===== src/rtl/pc_unit.sv =====
// Program-counter unit for the fetch stage.
// Selects the next PC by fixed priority (trap, mret, jalr, branch, stall, sequential),
// checks redirect targets for alignment, keeps the exception PC, and emits a one-cycle
// redirect pulse so fetch/decode can flush.
module pc_unit #(
    parameter int unsigned         WIDTH        = 32,
    parameter logic [WIDTH-1:0]    RESET_VECTOR = 32'h0000_0000,
    parameter logic [WIDTH-1:0]    TRAP_VECTOR  = 32'h0000_0100,
    parameter int unsigned         ALIGN_BITS   = 2
) (
    input  logic             clk,
    input  logic             reset,
    input  logic             stall,
    input  logic             branch_taken,
    input  logic [WIDTH-1:0] branch_target,
    input  logic             jalr,
    input  logic [WIDTH-1:0] jalr_target,
    input  logic             trap,
    input  logic             mret,
    output logic [WIDTH-1:0] pc,
    output logic [WIDTH-1:0] pc_next_seq,
    output logic [WIDTH-1:0] epc,
    output logic             misaligned,
    output logic             redirect
);

    // Sequential step and the mask of offset bits that must be zero in a target.
    localparam logic [WIDTH-1:0] STEP       = WIDTH'(1) << ALIGN_BITS;
    localparam logic [WIDTH-1:0] ALIGN_MASK = STEP - WIDTH'(1);

    typedef enum logic [2:0] {
        SrcSeq,
        SrcHold,
        SrcTrap,
        SrcMret,
        SrcTarget,
        SrcMisalign
    } pc_src_e;

    logic [WIDTH-1:0] pc_q, pc_d;
    logic [WIDTH-1:0] epc_q, epc_d;
    logic             redirect_q, redirect_d;
    logic             misaligned_q, misaligned_d;

    logic [WIDTH-1:0] jalr_tgt;
    logic [WIDTH-1:0] target;
    logic             target_misaligned;
    pc_src_e          pc_src;

    // JALR clears bit 0 before use; jalr takes precedence over a simultaneous branch.
    always_comb begin
        jalr_tgt          = {jalr_target[WIDTH-1:1], 1'b0};
        target            = jalr ? jalr_tgt : branch_target;
        target_misaligned = |(target & ALIGN_MASK);
    end

    // Wrapping add: no carry-out is kept.
    assign pc_next_seq = pc_q + STEP;

    // Priority selection of the PC source for this edge.
    always_comb begin
        pc_src = SrcSeq;
        if (trap) begin
            pc_src = SrcTrap;
        end else if (mret) begin
            pc_src = SrcMret;
        end else if (jalr || branch_taken) begin
            pc_src = target_misaligned ? SrcMisalign : SrcTarget;
        end else if (stall) begin
            pc_src = SrcHold;
        end
    end

    // Next-state values for pc, epc and the one-cycle status pulses.
    always_comb begin
        pc_d         = pc_q;
        epc_d        = epc_q;
        redirect_d   = 1'b0;
        misaligned_d = 1'b0;
        unique case (pc_src)
            SrcSeq: begin
                pc_d = pc_next_seq;
            end
            SrcHold: begin
                pc_d = pc_q;
            end
            SrcTrap: begin
                epc_d      = pc_q;
                pc_d       = TRAP_VECTOR;
                redirect_d = 1'b1;
            end
            SrcMret: begin
                // epc is left untouched on return.
                pc_d       = epc_q;
                redirect_d = 1'b1;
            end
            SrcTarget: begin
                pc_d       = target;
                redirect_d = 1'b1;
            end
            SrcMisalign: begin
                epc_d        = pc_q;
                pc_d         = TRAP_VECTOR;
                misaligned_d = 1'b1;
                redirect_d   = 1'b1;
            end
            default: begin
                pc_d = pc_next_seq;
            end
        endcase
    end

    // State registers; reset dominates every other input.
    always_ff @(posedge clk or posedge reset) begin
        if (reset) begin
            pc_q         <= RESET_VECTOR;
            epc_q        <= '0;
            redirect_q   <= 1'b0;
            misaligned_q <= 1'b0;
        end else begin
            pc_q         <= pc_d;
            epc_q        <= epc_d;
            redirect_q   <= redirect_d;
            misaligned_q <= misaligned_d;
        end
    end

    assign pc         = pc_q;
    assign epc        = epc_q;
    assign redirect   = redirect_q;
    assign misaligned = misaligned_q;

endmodule


===== config.mk =====
export PLATFORM = sky130hd
export DESIGN_NAME = pc_unit
export DESIGN_NICKNAME = d
export VERILOG_FILES = /design/src/rtl/pc_unit.sv
export SDC_FILE = /design/constraint.sdc
export NUM_CORES = 1
export LEC_CHECK = 0
export ABC_AREA = 1
export CAP_MARGIN = 40
export CELL_PAD_IN_SITES_DETAIL_PLACEMENT = 1
export CELL_PAD_IN_SITES_GLOBAL_PLACEMENT = 1
export CORE_ASPECT_RATIO = 0.7
export CORE_MARGIN = 1
export CORE_UTILIZATION = 27
export DETAILED_ROUTE_END_ITERATION = 8
export GPL_TIMING_DRIVEN = 1
export HOLD_SLACK_MARGIN = 0.1
export PLACE_DENSITY = 0.84
export SLEW_MARGIN = 10
export SYNTH_ARGS = -nofsm -noshare
export SYNTH_HDL_FRONTEND = slang
export SYNTH_SLANG_ARGS = --single-unit

===== constraint.sdc =====
create_clock -name clk -period 2.1 [get_ports clk]
set_input_delay 0.525 -clock clk [delete_from_list [all_inputs] [get_ports clk]]
set_output_delay 0.525 -clock clk [all_outputs]
set_load 0.01 [all_outputs]

==> run summary, run 1 <==
CTS tree: yes
Largest net degree at the start of global routing: 67
Period utilisation layout: 117%
Worst hold start: epc[15]
Min-delay worst type: register to register
Initial DRT Pass Iterations: 4
Distinct cells, synth: 27
Required @ worst endpoint: 1570 ps
Yosys top cell area share: 37.9%
Seq/Total Area, Yosys: 37.9%
RR Startpoint: pc[8]
# clock sinks: 66
ANT cells: 0
Failing checks: negative setup slack
Core area: 0.0156 mm2
Fraction of layout cells with a size suffix above 1: 32.5%
Die area: 0.0167 mm2
CP cell instances: nand2_2 -> buf_6 -> nor2_4 -> buf_4 -> nand2_8 -> nor2_4 -> xor2_1 -> buf_2
Pwr dens: 470 mW/mm2
Placed Cells: 1118
Number of buffers created by CTS: 9
Post-synth top area cell: dfrtp_1
Chip width: 154 um
Initial cell density of the core: 27.8%
Post-DR vias/cell: 5.24
CTS max path bufs: 2
Clock Skews: 10.2 ps
Status: finished with violations
Grt total ovfl: 0
Buffers & Inverters on Critical Path: 3
Post-route design area: 0.00816 mm2
Synth Net Count: 762
Row count: 38
Avg Inst Size Synth: 6.31 um2
Area contributors post-synth: dfrtp_1, nand2_1, nor2_1
HPWL after DPL: 14.9 mm
Seq cells post-synth: 66
Max Cap Viol: 0
Total Nets Final: 1047
Slowest cell delay on critical path: 430 ps
Total power: 3.83 mW
Global-route wire length before repair: 36.0 mm
# port buffers: 167
Final setup viols: 30
Fin. Hold Viols: 0
Final core occ: 52.2%
Switch share: 30.4%
CTS H-Tree Depth: 3
Routed wire per std cell: 22.3 um
Place WS: -325 ps
Initial antenna violation count: 0
Combinational Power Share: 25.9%
Crit path max fanout: 4
Fin crit period: 2470 ps
Post-synthesis cell count: 690
RSZ-0062 raised after global routing: true
Critical path data arrival time: 1940 ps
Worst path slowest cell: dfrtp_1
Clock transition at path regs: 60 ps
Fin cells: 1177
Number of global-route vias before repair: 6566
Die Ht: 108 um
Layout area overhead: 87.4%
# DRC: 0
Pint: 2.67 mW
Hold endpoint: epc[15]
Clock power frac: 37.3%
YS warnings: 0
WS Path Type: register to output pin
Post-Syn Area: 0.00436 mm2
Flop pwr share: 36.8%
Worst Reg-to-Reg Cells: 13
Cells on Worst Hold Path: 2
Max-slew violation count: 0
Fmax: 0.406 GHz
Lkg Pwr: 3.92 nW
Peak supply drop: 0.000382 V
Kind of cell adding the most delay to the critical path: buffers and inverters
Critical Path Start Type: register
CP dominant cell by count: nor2_4
Via count: 6167
Slew Limit Headroom: 56.4%
Worst r2r dst: pc[8]
Worst Max-Slew Pin Slew: 654 ps
Register-to-register setup slack: 10 ps
Switching Power: 1.17 mW
Worst setup margin: -366 ps
DR iter-0 viols: 386
Root buf cell: clkbuf_16
Placed cell area: 0.00689 mm2
Final wirelength: 26.2 mm
CP endpoint kind: output pin
ANT nets after route: 0
Total GRT Usage: 28.5%
Worst skew pair latency: 350 ps
Routability congestion estimate: 0.895
Fillers: 1945
I/O pins: 169
# hold bufs at CTS: 0
worst max-delay path by stage:
stage                            endpoint   start  cells past startpoint  slack [ps]
after floorplan           pc_next_seq[30]   pc[2]                      7         140
after global placement    pc_next_seq[29]  pc[10]                      8        -250
after detailed placement  pc_next_seq[21]  pc[10]                      8        -320
after CTS                 pc_next_seq[28]   pc[9]                      8        -170
after global routing      pc_next_seq[16]   pc[3]                      9        -390
final                     pc_next_seq[16]   pc[6]                      8        -370
cell families (layout without fill, tap and decap cells):
logic type      after synthesis  in the layout  share of synthesized area (%)
simple gates                484            484                           45.9
buf+inv                      83            370                           8.16
flops                        66             66                           37.9
compound gates               45             45                           5.17
xor+xnor                     11             11                           2.56
fa+ha+maj                     1              1                          0.287
registers in the layout (all words and copies together), names as in the netlist:
name	count
pc	32
misaligned	1
redirect	1
epc	32
power groups by stage:
| stage | sequential, mW | clock, mW | combinational [mW] |
|---|---|---|---|
| global placement | 1.41 | 0 | 0.846 |
| detailed placement | 1.41 | 0 | 0.865 |
| floorplan | 1.45 | 0 | 0.278 |
| global route | 1.41 | 1.47 | 1.06 |
| CTS | 1.39 | 1.41 | 0.883 |
| finish | 1.41 | 1.43 | 0.993 |
cell type report:
class	instances	area (um2)	area share [%]
clock buffers	13	260	3.19
repair buffers	301	2820	34.5
multi-input cells	541	2950	36.1
well taps	200	250	3.07
inverters	56	223	2.73
flip-flops and latches	66	1660	20.4
worst reg2reg max path, delay by kind of cell (launching register included):
| family | cells | cell delay (ps) |
|---|---|---|
| flops | 1 | 450 |
| simple gates | 5 | 490 |
| buf+inv | 8 | 1080 |
layout by cell type, fill, tap and decap left out, types with 14 or more instances in the layout:
master and instances:
nand2_1 278, clkdlybuf4s50_1 129, buf_4 106, dfrtp_1 56, nand3_1 46, inv_1 43
nand2_2 40, o21ai_0 39, nor2_4 37, nor2_1 36, buf_6 33, buf_2 14
per-layer routing:
layer	GRT usage (%)	up-vias	part of all wire, %
met5	0	-	0
met4	14.5	0	5.5
met3	7.01	110	7.6
met2	48.1	362	47
met1	34.1	3009	40
li1	-	2686	-
metrics by stage:
| stage | hold WS (ps) | TNS (ps) |
|---|---|---|
| finish | 511 | -5870 |
| global route | 547 | -7270 |
| CTS | 502 | -2810 |
| detailed placement | 490 | -8340 |
| global placement | 482 | -6020 |
| floorplan | 525 | 0 |
what timing repair did:
| action | in CTS | in global routing |
|---|---|---|
| pin swaps | 38 | 40 |
| setup endpoints to repair | 30 | 34 |
| buffers inserted | 24 | 27 |
| cloned | 0 | 0 |
| resized for setup | 226 | 112 |
cell usage after synthesis (all sizes together):
cell type and instances:
o21ai 41, and2 3, clkinv 1, nand3 52, nand4 8, ha 1, inv 55, nand2 331
and3 3, xor2 8, nand3b 2, dfrtp 66, a21oi 4, buf 18, xnor2 3, clkbuf 9
nor2 85
Power figures use the tool's default switching activity.
==> inputs of run 2 (changes only) <==
--- a/config.mk
+++ b/config.mk
@@ -11,11 +11,11 @@
 export CELL_PAD_IN_SITES_GLOBAL_PLACEMENT = 1
 export CORE_ASPECT_RATIO = 0.7
 export CORE_MARGIN = 1
-export CORE_UTILIZATION = 27
+export CORE_UTILIZATION = 30
 export DETAILED_ROUTE_END_ITERATION = 8
 export GPL_TIMING_DRIVEN = 1
 export HOLD_SLACK_MARGIN = 0.1
-export PLACE_DENSITY = 0.84
+export PLACE_DENSITY = 0.88
 export SLEW_MARGIN = 10
 export SYNTH_ARGS = -nofsm -noshare
 export SYNTH_HDL_FRONTEND = slang
==> constraint.sdc (replaced) <==
create_clock -name clk -period 2.75 [get_ports clk]
set_input_delay 0.6875 -clock clk [delete_from_list [all_inputs] [get_ports clk]]
set_output_delay 0.6875 -clock clk [all_outputs]
set_load 0.01 [all_outputs]
==> run 2 against run 1 <==
Net effect: the run still ends with negative setup slack left; sequential power shrank 23%; flip-flop and latch count is the same; power shrank 20%; routed wire length shrank 23%; combinational power shrank 38%; cell count shrank 7.7%; die area shrank 9.8%; critical path depth is the same; hold slack gained 2.4 ps; critical path type unchanged; largest cell class unchanged.
==> run summary, run 2 (synthesis results as in run 1) <==
Status: finished with violations
Failing checks: negative setup slack
Fin cells: 1086 (-7.7%)
Crit path max fanout: 4 (unchanged)
Largest net degree at the start of global routing: 67 (unchanged)
Worst Max-Slew Pin Slew: 628 ps (-26.0 ps)
CP endpoint kind: output pin
DR iter-0 viols: 244 (-37%)
RR Startpoint: pc[3]
Clock transition at path regs: 50 ps (about the same)
Fin. Hold Viols: 0 (unchanged)
Combinational Power Share: 20.0% (-5.9 points)
Slew Limit Headroom: 58.1% (+1.7 points)
Clock power frac: 45.1% (+7.8 points)
Fin crit period: 2780 ps
Required @ worst endpoint: 2060 ps (+490 ps)
CTS max path bufs: 2 (unchanged)
Peak supply drop: 0.000300 V (-22%)
Routability congestion estimate: 0.884 (-1.3%)
Grt total ovfl: 0 (unchanged)
Commonest cells after routing, fill and taps aside: nand2_1, clkdlybuf4s50_1, nor2_1, dfrtp_1, nand3_1
Die area: 0.0150 mm2 (-9.8%)
Die Ht: 103 um (-5.0%)
CP dominant cell by count: nor2_4
# hold bufs at CTS: 0 (unchanged)
Placed Cells: 1050 (-6.1%)
# port buffers: 167 (unchanged)
ANT nets after route: 0 (unchanged)
# DRC: 0 (unchanged)
Max Cap Viol: 0 (unchanged)
Slowest cell delay on critical path: 420 ps (about the same)
Via count: 5417 (-12%)
Initial DRT Pass Iterations: 5 (+1)
Worst r2r dst: pc[16]
Period utilisation layout: 101%
Clock Skews: 6.39 ps (-3.79 ps)
Root buf cell: clkbuf_16
Worst Reg-to-Reg Cells: 9 (-4)
Worst setup margin: -29.5 ps (+336 ps)
Final wirelength: 20.2 mm (-23%)
# clock sinks: 66 (unchanged)
Critical Path Start Type: register
Pwr dens: 440 mW/mm2 (-6.3%)
Cells on Worst Hold Path: 2 (unchanged)
WS Path Type: register to output pin
Final core occ: 49.8% (-2.4 points)
Lkg Pwr: 3.33 nW (-15%)
CTS tree: yes
Initial antenna violation count: 0 (unchanged)
Worst path slowest cell: dfrtp_1
Critical path data arrival time: 2090 ps (+150 ps)
Pint: 2.25 mW (-16%)
Switching Power: 0.829 mW (-29%)
Commonest non-fill, non-tap cell in the layout: nand2_1
CP cell instances: ha_2 -> inv_2 -> nor2_4 -> buf_4 -> nand2_4 -> nor2_4 -> xor2_2 -> clkdlybuf4s15_2
Fmax: 0.360 GHz
I/O pins: 169 (unchanged)
Max-slew violation count: 0 (unchanged)
Core area: 0.0141 mm2 (-10%)
Register-to-register setup slack: 1040 ps (+1030 ps)
Total Nets Final: 963 (-8.0%)
Switch share: 26.9% (-3.5 points)
Number of buffers created by CTS: 9 (unchanged)
Fraction of layout cells with a size suffix above 1: 15.6% (-17 points)
ANT cells: 0 (unchanged)
Worst Setup SP: pc[3]
Chip width: 146 um (-5.1%)
CTS H-Tree Depth: 3 (unchanged)
RSZ-0062 raised after global routing: true
HPWL after DPL: 14.4 mm (-3.1%)
Setup_tns: -35.6 ps (+5840 ps)
Total GRT Usage: 27.1% (-1.4 points)
Final setup viols: 2 (-93%)
Routed wire per std cell: 18.6 um (-16%)
Min-delay worst type: register to register
Initial cell density of the core: 31.0% (+3.1 points)
Worst Setup EP: pc_next_seq[18]
Layout area overhead: 60.7%
Row count: 36 (-5.3%)
Post-DR vias/cell: 4.99 (-4.8%)
Flop pwr share: 34.9% (-1.9 points)
Number of global-route vias before repair: 5655 (-14%)
Worst skew pair latency: 350 ps (about the same)
Global-route wire length before repair: 30.8 mm (-14%)
-- run 2: cell count changes in the layout (fill, tap and decap cells not counted), moves of 14 or more --
cell,delta
buf_4,-58
nand2_1,+45
nand2_2,-34
buf_6,-33
nor2_4,-29
nor2_1,+20
buf_2,-14
clkdlybuf4s50_1,+14
-- run 2: power by group through the flow --
| stage | combinational [mW] | clock [mW] | sequential [mW] |
|---|---|---|---|
| after floorplan | 0.212 | 0 | 1.11 |
| after global placement | 0.579 | 0 | 1.09 |
| after detailed placement | 0.594 | 0 | 1.09 |
| after CTS | 0.604 | 1.40 | 1.07 |
| after global routing | 0.667 | 1.44 | 1.08 |
| final | 0.615 | 1.39 | 1.08 |
-- run 2: how the worst min path moves through the flow --
stage,endpoint,slack [ps],from
finish,epc[3],510,epc[3]
detailed placement,epc[15],500,epc[15]
global placement,epc[3],480,epc[3]
CTS,epc[3],510,epc[3]
floorplan,epc[10],520,epc[10]
global route,epc[3],530,epc[3]
-- run 2: critical path: cells and delay by family (launching register included) --
family / cells / cell delay (ps)
buf+inv: 3 / 480
fa+ha+maj: 1 / 260
xor+xnor: 1 / 190
flops: 1 / 420
simple gates: 3 / 380
-- run 2: stage by stage --
step	total power [mW]	hold WS [ps]	setup slack, ps	instance area [um2]
global route	3.19	533	-69.3	7000
CTS	3.08	511	-151	6830
floorplan	1.32	525	408	4360
global placement	1.67	482	116	6360
finish	3.08	514	-29.5	7000
detailed placement	1.69	498	31.5	6360
-- run 2: cell type report --
| cell class | count | area [um2] |
|---|---|---|
| clock inverter | 5 | 100 |
| fill | 1772 | 7050 |
| tap | 190 | 238 |
| clock buffer | 11 | 253 |
| inverter | 56 | 210 |
| sequential | 66 | 1670 |
| timing repair buffer | 217 | 2050 |
| multi-input combinational | 541 | 2480 |
-- run 2: timing repair --
| item | CTS | global route |
|---|---|---|
| setup buffers | 7 | 13 |
| setup endpoints to repair | 26 | 17 |
| resized for setup | 52 | 39 |
| pin swaps | 4 | 5 |
| endpoints found under the hold margin | 0 | 0 |
| gates cloned | 0 | 0 |
-- run 2: routing by layer --
metal	share of wire (%)	global-route usage, %	up-vias
met1	44	34.1	2618
met2	45	45.1	244
met3	8.5	8.01	37
met4	2.4	8.89	0
met5	0	0	-
li1	-	-	2518
==> inputs of run 3 (changes only) <==
--- a/config.mk
+++ b/config.mk
@@ -13,6 +13,7 @@
 export CORE_MARGIN = 1
 export CORE_UTILIZATION = 30
 export DETAILED_ROUTE_END_ITERATION = 8
+export GPL_ROUTABILITY_DRIVEN = 0
 export GPL_TIMING_DRIVEN = 1
 export HOLD_SLACK_MARGIN = 0.1
 export PLACE_DENSITY = 0.88
==> results of run 3 <==
The final DEF is identical to that of run 2; final timing and power are the same.
